## config.mk

```make
export PLATFORM = sky130hd
export DESIGN_NAME = delay_sum_beamformer
export DESIGN_NICKNAME = d
export VERILOG_FILES = /design/src/rtl/delay_sum_beamformer.sv
export SDC_FILE = /design/constraint.sdc
export NUM_CORES = 1
export LEC_CHECK = 0
export CAP_MARGIN = 20
export CORE_MARGIN = 2
export CORE_UTILIZATION = 52
export CTS_BUF_LIST = sky130_fd_sc_hd__clkbuf_16
export DETAILED_ROUTE_END_ITERATION = 6
export PLACE_DENSITY = 0.81
export SLEW_MARGIN = 40
export SYNTH_ARGS = -nofsm -noshare
export SYNTH_HDL_FRONTEND = slang
export SYNTH_SLANG_ARGS = --single-unit
```

## constraint.sdc

```tcl
create_clock -name clk -period 5.6 [get_ports clk]
set_input_delay 0.84 -clock clk [delete_from_list [all_inputs] [get_ports clk]]
set_output_delay 0.84 -clock clk [all_outputs]
set_load 0.05 [all_outputs]
```

## src/rtl/delay_sum_beamformer.sv

```systemverilog
// -----------------------------------------------------------------------------
// delay_sum_beamformer
//
// Purpose:
//   Consumer end of the delay module. On a sample strobe it snapshots all
//   NUM_CH delayed PCM channels. It then sums them serially with one adder,
//   one channel per clock. The sum is rounded (half up), arithmetically shifted
//   and saturated. The resulting beamformed sample is presented on a
//   valid/ready output port.
//
// Ports:
//   clk            in   1              system clock
//   rst            in   1              synchronous reset, active-high
//   sample_valid   in   1              one-cycle strobe: pcm_data holds a new set
//   pcm_data       in   NUM_CH*DATA_W  channel i at [i*DATA_W +: DATA_W]
//   ch_mask        in   NUM_CH         (CHANNEL_MASK_EN only) 0 bit mutes channel
//   out_data       out  OUT_W          signed beamformed sample
//   out_valid      out  1              out_data valid, held until out_ready
//   out_ready      in   1              downstream accepts out_data
//   busy           out  1              high while accumulating or presenting
//   overrun        out  1              one-cycle pulse: a strobe was dropped
//   overrun_count  out  8              saturating count of dropped strobes
//
// Configuration macro:
//   CHANNEL_MASK_EN - adds the ch_mask port. The mask is captured together with
//                     the snapshot. Masked channels contribute zero, and timing
//                     is unchanged.
// -----------------------------------------------------------------------------
module delay_sum_beamformer #(
  parameter int NUM_CH    = 16,
  parameter int DATA_W    = 19,
  parameter int OUT_SHIFT = 4,
  parameter int OUT_W     = 19
) (
  input  logic                       clk,
  input  logic                       rst,
  input  logic                       sample_valid,
  input  logic [NUM_CH*DATA_W-1:0]   pcm_data,
`ifdef CHANNEL_MASK_EN
  input  logic [NUM_CH-1:0]          ch_mask,
`endif
  output logic signed [OUT_W-1:0]    out_data,
  output logic                       out_valid,
  input  logic                       out_ready,
  output logic                       busy,
  output logic                       overrun,
  output logic [7:0]                 overrun_count
);

  localparam int CH_W  = $clog2(NUM_CH);
  localparam int ACC_W = DATA_W + CH_W;
  // One extra index value marks the "all channels added, now scale" cycle.
  localparam int IDX_W = CH_W + 1;

  localparam int RND_SH = (OUT_SHIFT > 0) ? OUT_SHIFT - 1 : 0;
  localparam logic signed [ACC_W:0] RND =
    (OUT_SHIFT > 0) ? ((ACC_W + 1)'(1) <<< RND_SH) : '0;
  localparam logic signed [ACC_W:0] OUT_MAX =
    {{(ACC_W + 2 - OUT_W){1'b0}}, {(OUT_W - 1){1'b1}}};
  localparam logic signed [ACC_W:0] OUT_MIN =
    {{(ACC_W + 2 - OUT_W){1'b1}}, {(OUT_W - 1){1'b0}}};

  typedef enum logic [1:0] {
    S_IDLE = 2'd0,
    S_ACC  = 2'd1,
    S_OUT  = 2'd2
  } state_t;

  state_t                      state_q, state_d;
  logic [IDX_W-1:0]            idx_q, idx_d;
  logic signed [ACC_W-1:0]     acc_q, acc_d;
  logic signed [DATA_W-1:0]    snap_q [NUM_CH];
  logic signed [DATA_W-1:0]    snap_d [NUM_CH];
  logic signed [OUT_W-1:0]     out_data_q, out_data_d;
  logic                        overrun_q, overrun_d;
  logic [7:0]                  ovr_cnt_q, ovr_cnt_d;
`ifdef CHANNEL_MASK_EN
  logic [NUM_CH-1:0]           mask_q, mask_d;
`endif

  logic                        accept;
  logic                        drop;
  logic [CH_W-1:0]             idx_lo;
  logic signed [ACC_W-1:0]     term;
  logic signed [ACC_W:0]       acc_rnd;
  logic signed [ACC_W:0]       scaled;
  logic signed [OUT_W-1:0]     sat_val;

  // Round, shift and saturate the finished accumulator. The sum carries one
  // guard bit so that adding the rounding term can never wrap.
  always_comb begin
    acc_rnd = {acc_q[ACC_W-1], acc_q} + RND;
    scaled  = acc_rnd >>> OUT_SHIFT;
    sat_val = scaled[OUT_W-1:0];
    if (scaled > OUT_MAX) begin
      sat_val = OUT_MAX[OUT_W-1:0];
    end else if (scaled < OUT_MIN) begin
      sat_val = OUT_MIN[OUT_W-1:0];
    end
  end

  // Next-state logic.
  // A new sample can only enter when the datapath is idle, or when the held
  // result is leaving in this very cycle. Any other strobe is counted as dropped.
  always_comb begin
    state_d    = state_q;
    idx_d      = idx_q;
    acc_d      = acc_q;
    snap_d     = snap_q;
    out_data_d = out_data_q;
    ovr_cnt_d  = ovr_cnt_q;
`ifdef CHANNEL_MASK_EN
    mask_d     = mask_q;
`endif

    accept    = sample_valid &&
                ((state_q == S_IDLE) || ((state_q == S_OUT) && out_ready));
    drop      = sample_valid && !accept;
    overrun_d = drop;
    if (drop && (ovr_cnt_q != 8'hFF)) begin
      ovr_cnt_d = ovr_cnt_q + 8'd1;
    end

    idx_lo = idx_q[CH_W-1:0];
`ifdef CHANNEL_MASK_EN
    term = mask_q[idx_lo] ? ACC_W'(snap_q[idx_lo]) : '0;
`else
    term = ACC_W'(snap_q[idx_lo]);
`endif

    case (state_q)
      S_IDLE: begin
        if (accept) begin
          state_d = S_ACC;
        end
      end
      S_ACC: begin
        if (idx_q == IDX_W'(NUM_CH)) begin
          out_data_d = sat_val;
          state_d    = S_OUT;
        end else begin
          acc_d = acc_q + term;
          idx_d = idx_q + IDX_W'(1);
        end
      end
      S_OUT: begin
        if (out_ready) begin
          state_d = S_IDLE;
        end
      end
      default: begin
        state_d = S_IDLE;
      end
    endcase

    // An accept always restarts the accumulation from a fresh snapshot.
    // This overrides the handshake transition back to idle.
    if (accept) begin
      for (int i = 0; i < NUM_CH; i++) begin
        snap_d[i] = pcm_data[i*DATA_W +: DATA_W];
      end
`ifdef CHANNEL_MASK_EN
      mask_d  = ch_mask;
`endif
      acc_d   = '0;
      idx_d   = '0;
      state_d = S_ACC;
    end
  end

  // State registers. Reset discards any sample that is in flight.
  always_ff @(posedge clk) begin
    if (rst) begin
      state_q    <= S_IDLE;
      idx_q      <= '0;
      acc_q      <= '0;
      out_data_q <= '0;
      overrun_q  <= 1'b0;
      ovr_cnt_q  <= '0;
      for (int i = 0; i < NUM_CH; i++) begin
        snap_q[i] <= '0;
      end
`ifdef CHANNEL_MASK_EN
      mask_q     <= '0;
`endif
    end else begin
      state_q    <= state_d;
      idx_q      <= idx_d;
      acc_q      <= acc_d;
      out_data_q <= out_data_d;
      overrun_q  <= overrun_d;
      ovr_cnt_q  <= ovr_cnt_d;
      snap_q     <= snap_d;
`ifdef CHANNEL_MASK_EN
      mask_q     <= mask_d;
`endif
    end
  end

  assign out_data      = out_data_q;
  assign out_valid     = (state_q == S_OUT);
  assign busy          = (state_q != S_IDLE);
  assign overrun       = overrun_q;
  assign overrun_count = ovr_cnt_q;

endmodule

```

==> flow_summary.ini <==
[clocking]
cts_tree = done
ctsHoldBuffers = 0
cts_sinks = 362
cts.path.max_buffers = 3
path_clk_slew_ps = 60
cts-root-buf = clkbuf_16
cts_setup_buffers = 0
post_cts_resized = 0
cts_made_buffers = 38
htreeDepth = 2
clkLatencyLatePin_ps = 550

[critical_path]
startpoint = idx_q[0]$_SDFFE_PP0P_
rr_startpoint = idx_q[0]$_SDFFE_PP0P_
cp_max_fo = 27
worstSetupPathType = reg -> reg
worstPathRequired_ps = 6020
crit_path_start_kind = flip-flop
cp.arrival_ps = 4810
crit_path_end_kind = flip-flop

[floorplan]
std_cell_rows = 64
fp.dieH_um = 181
dieArea_um2 = 32600
coreArea_um2 = 30700
initial_core_util_pct = 52.9
die_w_um = 181
pin_count = 338

[min_path]
holdCritStartpoint = snap_q[205]$_SDFFE_PP0P_
hold_path.class = reg -> reg

[timing]
tightest_slew_ps = 865
skew_ps = 22.0
fin_crit_ps = 4380
hold_viol = 0
fin_worst_hold_slack_ps = 455
setup_viol = 0
finalSetupTns_ps = 0
max_slew_margin_pct = 42.3
rsz0062_at_grt = false
timing.fmax_mhz = 228
finalCritPeriodShare_pct = 78.3
final_max_slew_viol_count = 0

[place]
globalplace.congestion = 0.956
portBuffers = 337
hpwl_mm = 39.4

[global_route]
grt_max_degree = 168
gr-total-overflow = 0
grt_usage_pct = 31.4
grt_pass1_wl_mm = 79.9
grt_pass1_vias = 14457
antenna_found_initial = 5

[layout]
nets = 2477
final_cell_mix = 663 x nand2_1, 358 x dfxtp_1, 336 x clkdlybuf4s50_1, 332 x a21oi_1, 95 x mux4_2
final_common_cell = nand2_1
area_delta_synth_final_pct = 29.6
drive_gt1_share_pct = 8.98

[synthesis]
synth_flop_cell = dfxtp_1
synth_edf_count = 0
ys_seq_elements = 362
synth_area_per_cell_um2 = 8.62
synth_fp_nets = 2216
syn_inst = 1881
ys_warn_count = 0
ys_seq_area_share_pct = 44.7
synthArstFlopShare_pct = 0
synth_area_um2 = 16200
yosys.cell_types.count = 56

[power_and_ir_drop]
combPwrFrac_pct = 13.8
leakage_nw = 7.75
ir_drop_mv = 0.185
p_clk_share_pct = 39.1
switching_share_pct = 26.5
power.density_nw_per_um2 = 287
seq_power_share_pct = 47.1
power.internal_mw = 4.44
power_switching_mw = 1.60
finalPower_mw = 6.04

[run]
drv_cap = 0

[drt]
drc_errors = 0
via_count = 14963
drt-initial-drc-count = 1450
vias_per_cell = 5.82
ant_nets = 0
wirelength_mm = 52.5
wire_per_inst_um = 20.4
firstDrtPassIters = 6

[status]
status = complete, no violations
flip-flops by register name, summed over array words and instances (netlist names):
register       flops
out_data          19
snap_q           304
overrun_count      8
acc_q             23
overrun            1
state_q            2
idx_q              5
logic make-up after synthesis:
logic type                 synth area share (%)
and+or+nand+nor                            19.8
adders and majority gates                  2.13
xor gates and xnor gates                   2.05
muxes                                      13.3
buffers and inverters                      3.40
DFF                                        44.7
AOI/OAI and AO/OA                          14.6
metal layers:
metal  up-vias  track usage, %  part of all wire [%]
met5         -               0                 0.042
met4         4            16.1                   5.2
met3       157            6.39                   8.1
met2       719            50.2                    47
met1      7099            40.6                    39
li1       6984               -                     -
critical path, stage by stage (launching register included):
cell	delay, ps
dfxtp_4	750
buf_12	310
mux4_2	540
mux4_2	480
ha_1	220
inv_1	80
fa_1	190
nor2b_1	80
o2111ai_1	240
a21oi_1	200
o211ai_1	390
a21boi_0	190
or3_1	340
a32o_1	240
worst paths after layout:
kind | cells past startpoint | slack (ps) | endpoint
max | 13 | 1220 | acc_q[18]$_SDFFE_PP0P_
min | 2 | 450 | snap_q[205]$_SDFFE_PP0P_
max reg2reg | 13 | 1220 | acc_q[18]$_SDFFE_PP0P_
min reg2reg | 2 | 450 | snap_q[205]$_SDFFE_PP0P_
synthesized netlist by cell type, drive strengths merged, types with 3 or more instances:
cell type / instances / area share, %
or3: 4 / 0.15
mux4: 95 / 13
a21oi: 332 / 10
a31oi: 6 / 0.23
and3: 8 / 0.31
clkbuf: 114 / 2.6
nand3: 11 / 0.49
nand2: 664 / 15
buf: 22 / 0.65
a211o: 3 / 0.16
o21ai: 20 / 0.62
ha: 26 / 2.0
dfxtp: 362 / 45
a21o: 11 / 0.51
a211oi: 20 / 1.3
nor3: 10 / 0.38
and4: 4 / 0.23
and2: 6 / 0.23
nand4: 10 / 0.39
xnor2: 21 / 1.1
nor2b: 8 / 0.31
xor2: 17 / 0.92
o211ai: 3 / 0.14
a32o: 3 / 0.19
nand2b: 7 / 0.27
a21boi: 4 / 0.19
nor2: 55 / 1.3
inv: 5 / 0.12
o21a: 6 / 0.28
power by group through the flow:
stage	Clock (mW)	Sequential, mW	Combinational (mW)
after floorplan	0	2.83	0.464
after global placement	0	2.89	0.807
after detailed placement	0	2.89	0.824
after CTS	2.38	2.84	0.827
after global routing	2.50	2.85	0.903
final	2.36	2.84	0.835
area by class of cell:
| type | instances | area [um^2] |
|---|---|---|
| clock inverters | 31 | 206 |
| clock buffers | 38 | 951 |
| fillers | 2402 | 9650 |
| diodes | 3 | 7.51 |
| well taps | 396 | 495 |
| flip-flops and latches | 362 | 7260 |
| multi-input cells | 1378 | 8430 |
| repair buffers | 357 | 3660 |
| inverters | 5 | 18.8 |
per-stage QoR:
stage,utilization (%),cells,area (um^2),worst slack (ps)
after floorplan,-,1881,16200,1480
after global placement,64.5,2496,19800,1310
after detailed placement,64.7,2497,19800,1210
after CTS,68.4,2566,21000,1200
after global routing,68.5,2568,21000,834
final,68.5,2570,21000,1220
No activity file was read; power rests on OpenSTA's default activity.
